==> src/rtl/fetch_rd_arbiter_pkg.sv <==
// Purpose : shared types and the round-robin pick function for the fetch read arbiter.
// Latency : n/a (types and combinational helper only).
// Backpressure: n/a.
// Contents: NREQ_MAX, req_id_t, rr_pick(vld, ptr, n) -> one-hot grant.
package fetch_arb_pkg;

    localparam int NREQ_MAX = 8;

    typedef logic [$clog2(NREQ_MAX)-1:0] req_id_t;

    // Returns a one-hot grant over the low n bits of vld, searching upward
    // from ptr and wrapping at n. ptr is always < n, so one subtraction wraps.
    function automatic logic [NREQ_MAX-1:0] rr_pick(
        input logic [NREQ_MAX-1:0] vld,
        input req_id_t             ptr,
        input int                  n
    );
        logic [NREQ_MAX-1:0] g;
        logic                found;
        int                  idx;
        g     = '0;
        found = 1'b0;
        for (int k = 0; k < NREQ_MAX; k++) begin
            idx = int'(ptr) + k;
            if (idx >= n) begin
                idx = idx - n;
            end
            if (k < n && !found && vld[idx]) begin
                g[idx] = 1'b1;
                found  = 1'b1;
            end
        end
        return g;
    endfunction

endpackage

==> src/rtl/fetch_rd_arbiter_if.sv <==
// Purpose : bundle of requester address/data channels and the RAM port-B signals.
// Latency : n/a (wires only).
// Backpressure: req_rdy / rsp_rdy carry the vld/rdy handshakes.
// Modports: master = requesters + RAM side, slave = arbiter.
interface fetch_rd_arbiter_if #(
    parameter int NREQ = 4,
    parameter int A_S  = 8,
    parameter int D_S  = 32
);
    logic [NREQ-1:0]     req_vld;
    logic [NREQ*A_S-1:0] req_addr;
    logic [NREQ-1:0]     req_rdy;
    logic [NREQ-1:0]     rsp_vld;
    logic [D_S-1:0]      rsp_data;
    logic [NREQ-1:0]     rsp_rdy;
    logic                ram_reb;
    logic [A_S-1:0]      ram_addr;
    logic [D_S-1:0]      ram_dout;

    modport master (
        output req_vld, req_addr, rsp_rdy, ram_dout,
        input  req_rdy, rsp_vld, rsp_data, ram_reb, ram_addr
    );

    modport slave (
        input  req_vld, req_addr, rsp_rdy, ram_dout,
        output req_rdy, rsp_vld, rsp_data, ram_reb, ram_addr
    );
endinterface

==> src/rtl/fetch_rd_arbiter_rr_arbiter.sv <==
// Purpose : round-robin grant over N valids; owns the rotating priority pointer.
// Latency : grant is combinational; pointer moves on the clock after adv.
// Backpressure: pointer holds whenever adv is low, so a stalled grant keeps its priority.
// Ports: clk, rst (sync, active-high), vld[N], adv, gnt[N] (one-hot or zero), gnt_idx.
module rr_arbiter
    import fetch_arb_pkg::*;
#(
    parameter int N = 4
) (
    input  logic         clk,
    input  logic         rst,
    input  logic [N-1:0] vld,
    input  logic         adv,
    output logic [N-1:0] gnt,
    output req_id_t      gnt_idx
);

    req_id_t             rr_ptr;
    logic [NREQ_MAX-1:0] vld_ext;
    logic [NREQ_MAX-1:0] pick;
    logic                unused_pick;

    always_comb begin
        vld_ext        = '0;
        vld_ext[N-1:0] = vld;
    end

    assign pick        = rr_pick(vld_ext, rr_ptr, N);
    assign gnt         = pick[N-1:0];
    // Bits above N are always zero; folded here so every bit has a reader.
    assign unused_pick = ^pick;

    always_comb begin
        gnt_idx = '0;
        for (int i = 0; i < N; i++) begin
            if (gnt[i]) begin
                gnt_idx = req_id_t'(i);
            end
        end
    end

    // The requester just served drops to lowest priority.
    always_ff @(posedge clk) begin
        if (rst) begin
            rr_ptr <= '0;
        end else if (adv) begin
            rr_ptr <= (int'(gnt_idx) == N - 1) ? '0 : gnt_idx + 1'b1;
        end
    end

endmodule

==> src/rtl/fetch_rd_arbiter.sv <==
// Purpose : shares one RAM read port among NREQ fetch requesters, round-robin, one read per cycle.
// Latency : read data presented to the issuer exactly 1 cycle after its address is accepted.
// Backpressure: data held in a register while the owner stalls; no new read issues until it is taken.
// Ports: clk, rst (sync, active-high), bus (slave modport: req_*, rsp_*, ram_* channels).
// NREQ must lie in 2..NREQ_MAX.
module fetch_rd_arbiter
    import fetch_arb_pkg::*;
#(
    parameter int NREQ = 4,
    parameter int A_S  = 8,
    parameter int D_S  = 32
) (
    input  logic              clk,
    input  logic              rst,
    fetch_rd_arbiter_if.slave bus
);

    logic [NREQ-1:0] gnt;
    req_id_t         gnt_idx;
    logic [NREQ-1:0] req_rdy_int;
    logic [NREQ-1:0] rsp_vld_int;
    logic            rsp_accept;
    logic            can_issue;
    logic            issue;

    logic            pending;
    logic            first;
    req_id_t         owner;
    logic [D_S-1:0]  hold;

    rr_arbiter #(.N(NREQ)) u_rr (
        .clk     (clk),
        .rst     (rst),
        .vld     (bus.req_vld),
        .adv     (issue),
        .gnt     (gnt),
        .gnt_idx (gnt_idx)
    );

    // Handshakes are masked during reset: an issue in that cycle would be
    // wiped by the reset and the requester would think it had been served.
    always_comb begin
        rsp_vld_int = '0;
        for (int i = 0; i < NREQ; i++) begin
            rsp_vld_int[i] = pending && (owner == req_id_t'(i)) && !rst;
        end
        rsp_accept  = |(rsp_vld_int & bus.rsp_rdy);
        // A new read may go out in the same cycle the current one is taken.
        can_issue   = !pending || rsp_accept;
        req_rdy_int = rst ? '0 : (gnt & {NREQ{can_issue}});
        issue       = |req_rdy_int;
    end

    always_comb begin
        bus.ram_addr = '0;
        for (int i = 0; i < NREQ; i++) begin
            if (req_rdy_int[i]) begin
                bus.ram_addr = bus.req_addr[i*A_S +: A_S];
            end
        end
    end

    assign bus.req_rdy  = req_rdy_int;
    assign bus.rsp_vld  = rsp_vld_int;
    assign bus.ram_reb  = issue;
    // RAM output is only valid the cycle after the read; after that use the copy.
    assign bus.rsp_data = first ? bus.ram_dout : hold;

    always_ff @(posedge clk) begin
        if (rst) begin
            pending <= 1'b0;
            first   <= 1'b0;
            owner   <= '0;
        end else if (issue) begin
            pending <= 1'b1;
            first   <= 1'b1;
            owner   <= gnt_idx;
        end else begin
            first <= 1'b0;
            if (rsp_accept) begin
                pending <= 1'b0;
            end
        end
    end

    always_ff @(posedge clk) begin
        if (first) begin
            hold <= bus.ram_dout;
        end
    end

endmodule
==> src/flat_wrapper.sv <==
// flat-port wrapper written by rule: the top's interface ports become plain ports
module fetch_rd_arbiter_flat import fetch_arb_pkg::*;
#(
    parameter int NREQ = 4,
    parameter int A_S  = 8,
    parameter int D_S  = 32
)
  (clk, rst, bus_req_vld, bus_req_addr, bus_rsp_rdy, bus_ram_dout, bus_req_rdy, bus_rsp_vld, bus_rsp_data, bus_ram_reb, bus_ram_addr);
  fetch_rd_arbiter_if #(.NREQ(NREQ), .A_S(A_S), .D_S(D_S)) bus_i ();
  input  logic clk;
  input  logic rst;
  input wire logic [$bits(bus_i.req_vld)-1:0] bus_req_vld;
  input wire logic [$bits(bus_i.req_addr)-1:0] bus_req_addr;
  input wire logic [$bits(bus_i.rsp_rdy)-1:0] bus_rsp_rdy;
  input wire logic [$bits(bus_i.ram_dout)-1:0] bus_ram_dout;
  output wire logic [$bits(bus_i.req_rdy)-1:0] bus_req_rdy;
  output wire logic [$bits(bus_i.rsp_vld)-1:0] bus_rsp_vld;
  output wire logic [$bits(bus_i.rsp_data)-1:0] bus_rsp_data;
  output wire logic [$bits(bus_i.ram_reb)-1:0] bus_ram_reb;
  output wire logic [$bits(bus_i.ram_addr)-1:0] bus_ram_addr;
  assign bus_i.req_vld = bus_req_vld;
  assign bus_i.req_addr = bus_req_addr;
  assign bus_i.rsp_rdy = bus_rsp_rdy;
  assign bus_i.ram_dout = bus_ram_dout;
  assign bus_req_rdy = bus_i.req_rdy;
  assign bus_rsp_vld = bus_i.rsp_vld;
  assign bus_rsp_data = bus_i.rsp_data;
  assign bus_ram_reb = bus_i.ram_reb;
  assign bus_ram_addr = bus_i.ram_addr;
  fetch_rd_arbiter #(.NREQ(NREQ), .A_S(A_S), .D_S(D_S)) u_core (.clk(clk), .rst(rst), .bus(bus_i));
endmodule
==> config.mk <==
export PLATFORM = sky130hd
export DESIGN_NAME = fetch_rd_arbiter_flat
export DESIGN_NICKNAME = d
export VERILOG_FILES = /design/src/rtl/fetch_rd_arbiter_pkg.sv /design/src/rtl/fetch_rd_arbiter_if.sv /design/src/rtl/fetch_rd_arbiter_rr_arbiter.sv /design/src/rtl/fetch_rd_arbiter.sv /design/src/flat_wrapper.sv
export SDC_FILE = /design/constraint.sdc
export NUM_CORES = 1
export LEC_CHECK = 0
export ABC_AREA = 0
export ABC_CLOCK_PERIOD_IN_PS = 4800
export CORE_ASPECT_RATIO = 1.75
export CORE_MARGIN = 8
export CORE_UTILIZATION = 24
export DETAILED_ROUTE_END_ITERATION = 12
export MAX_ROUTING_LAYER = met4
export PLACE_DENSITY = 0.67
export SYNTH_ARGS = -nofsm -noshare
export SYNTH_HDL_FRONTEND = slang
export SYNTH_SLANG_ARGS = --single-unit
==> constraint.sdc <==
create_clock -name clk -period 4.8 [get_ports clk]
set_input_delay 0.96 -clock clk [delete_from_list [all_inputs] [get_ports clk]]
set_output_delay 0.96 -clock clk [all_outputs]
set_load 0.1 [all_outputs]
==> out/metrics.yaml <==
status:
  status: "finished, final reports clean"
synthesis:
  synthXorXnorAreaFrac_pct: 0
  syn_avg_cell_area_um2: 10.8
  synth_cell_types: 41
  ys_warn_count: 0
  async_flop_share_pct: 0
  synth_edf_count: 0
  synth_compound_area_share_pct: 19.9
  syn-num-nets: 276
  yosys_register_bits: 38
  synth_top_family_by_area: "multiplexers"
  synth_area_mm2: 0.00208
  synthSimpleGateAreaFrac_pct: 10.2
  ys_seq_area_share_pct: 36.6
  yosys-mux-area-fraction_pct: 25.1
  synthAdderAreaFrac_pct: 5.42
  synthFlopType: "dfxtp_1"
  synthCells: 193
timing:
  hold_violations: 0
  tightest_slew_ps: 1260
  fin_tns_setup_ps: 0
  slew_headroom_pct: 16.1
  setup_viol: 0
  period_share_pct: 95.7
  fmax_mhz: 218
  fin_crit_ps: 4590
  slew_violations: 0
  final.setup_skew_ps: 2.12
  rsz0062_at_grt: "false"
setup_path:
  arrival_ps: 3630
  crit_path_start: "bus_req_vld[2]"
  rr_endpoint: "u_core.u_rr.rr_ptr[1]"
  r2r_setup_slack_ps: 1510
  r2r_start: "u_core.u_rr.rr_ptr[1]"
  ff2ff_path_depth: 10
  crit_required_ps: 3840
  end_kind: "output pin"
  critical_path_class: "in -> out"
  crit_path_max_fanout: 7
  critPathCapture: "bus_ram_addr[6]"
  cp-start-kind: "primary input"
die:
  die_h_um: 139
  die_w_um: 86.3
  row_count: 45
  ios: 123
  dieArea_mm2: 0.0120
  start_util_pct: 24.3
  fp.coreArea_mm2: 0.00856
route:
  drc_errors: 0
  first_iter_violations: 50
  routed_wirelength_mm: 6.83
  avgRoutedWirePerCell_um: 15.5
  drtAntennaViolNets: 0
  drt_pass1_iterations: 4
  viasPerCell: 4.53
  vias: 1992
global_route:
  grt-ovfl-total: 0
  grt_usage_pct: 11.6
  grt_pass1_vias: 2193
  grt_pass1_wl_mm: 10.9
  grt_max_degree: 31
  antenna_found_initial: 0
clock_tree:
  clkTransAtPathRegs_ps: 50
  clk_latency_ps: 270
  cts-root-buf: "clkbuf_16"
  cts_made_buffers: 5
  tritoncts: "done"
  cts_buffer_depth: 2
  htreeDepth: 2
  cts_resized: 0
  cts.sinks: 38
layout:
  drive_above_1_share_pct: 36.5
  fin_nets: 405
  syn2layout_area_growth_pct: 76.3
  antenna_cells: 0
hold_path:
  min_from: "u_core.hold[29]"
  hold_path_class: "reg -> reg"
  hold_depth: 1
job:
  maxCapViolations: 0
placed_design:
  gp_congestion: 0.795
  portBuffers: 122
  dp_hpwl_mm: 5.71
## Yosys cell counts (all sizes together), types with 3 or more instances
| library cell | instances | area share, % |
|---|---|---|
| dfxtp | 38 | 37 |
| mux2 | 34 | 18 |
| a21oi | 11 | 2.7 |
| nand2 | 11 | 2.1 |
| o21ai | 10 | 2.4 |
| ha | 9 | 5.4 |
| a211o | 8 | 3.4 |
| o221a | 8 | 4.3 |
| mux2i | 7 | 3.4 |
| nand2b | 7 | 2.1 |
| buf | 6 | 1.3 |
| inv | 6 | 1.1 |
| nor2 | 5 | 1.3 |
| nor2b | 4 | 1.6 |
| mux4 | 3 | 3.3 |
## timing repair
action | in CTS | in global routing
endpoints found under the setup margin | 0 | 8
buffers inserted | 0 | 2
hold buffers | 0 | 0
## through the flow
step	hold WS, ps	setup slack (ps)	area [um^2]	utilization [%]	instances
after floorplan	476	304	2080	-	193
after global placement	457	117	3500	40.9	430
after detailed placement	463	90.2	3500	40.9	430
after CTS	477	87.3	3650	42.6	438
after global routing	486	27.8	3660	42.8	440
final	473	207	3660	42.8	440
## layer usage
layer | track usage [%] | share of wire (%) | wire (um) | up-vias
met3 | 3.26 | 8.0 | 549 | 9
met4 | 4.29 | 1.6 | 112 | 0
met5 | - | 0 | 0 | -
li1 | - | - | - | 980
met2 | 20.2 | 52 | 3530 | 100
met1 | 11.8 | 39 | 2640 | 903
## flip-flops by register name, indices dropped and copies added, names as in the netlist
name	cells
u_core.pending	1
u_core.hold	32
u_core.u_rr.rr_ptr	2
u_core.first	1
u_core.owner	2
## worst min-delay path by stage
stage	endpoint	slack, ps
finish	u_core.hold[29]	470
detailed placement	u_core.hold[10]	460
floorplan	u_core.owner[1]	480
CTS	u_core.hold[12]	480
global route	u_core.hold[8]	490
global placement	u_core.hold[3]	460
## layout make-up
type	count	area (um^2)
Clock buffer	7	143
Clock inverter	1	5.00
Fill cell	830	4900
Inverter	6	22.5
Multi-Input combinational cell	141	1260
Sequential cell	38	761
Tap cell	117	146
Timing Repair Buffer	130	1320
## worst max-delay path, cell delays in order
cell and delay [ps]:
clkdlybuf4s50_1 470, mux4_2 620, nor2_4 180, inv_1 90, o221ai_1 270, buf_4 190
nor3b_4 180, buf_4 170, a211o_1 120, o221a_2 200, buf_12 170
## placed cells by master, fill, tap and decap left out, types with 2 or more instances in the layout
| master | n |
|---|---|
| buf_4 | 44 |
| nand2_1 | 10 |
| o22ai_1 | 2 |
| a211oi_1 | 2 |
| dfxtp_1 | 38 |
| clkbuf_16 | 5 |
| nor3_1 | 2 |
| buf_12 | 13 |
| or2b_1 | 2 |
| nor2_1 | 3 |
| mux2i_1 | 7 |
| a211o_1 | 8 |
| nand2b_1 | 7 |
| mux2_2 | 33 |
| nor2b_1 | 3 |
| o21ai_0 | 10 |
| o221a_2 | 8 |
| a31oi_1 | 2 |
| ha_1 | 9 |
| a21oi_1 | 11 |
| clkdlybuf4s50_1 | 73 |
| inv_1 | 5 |
| mux4_2 | 3 |
## cells by family after synthesis
| group | Yosys count |
|---|---|
| AO/OA/AOI/OAI | 53 |
| AND/OR/NAND/NOR | 35 |
| adder cells (fa/ha/maj) | 9 |
| flip-flops | 38 |
| multiplexers | 44 |
| buffers and inverters | 14 |
Power is not shown: default switching activity piles up to over one toggle a cycle in this logic, so the estimate is an artifact.
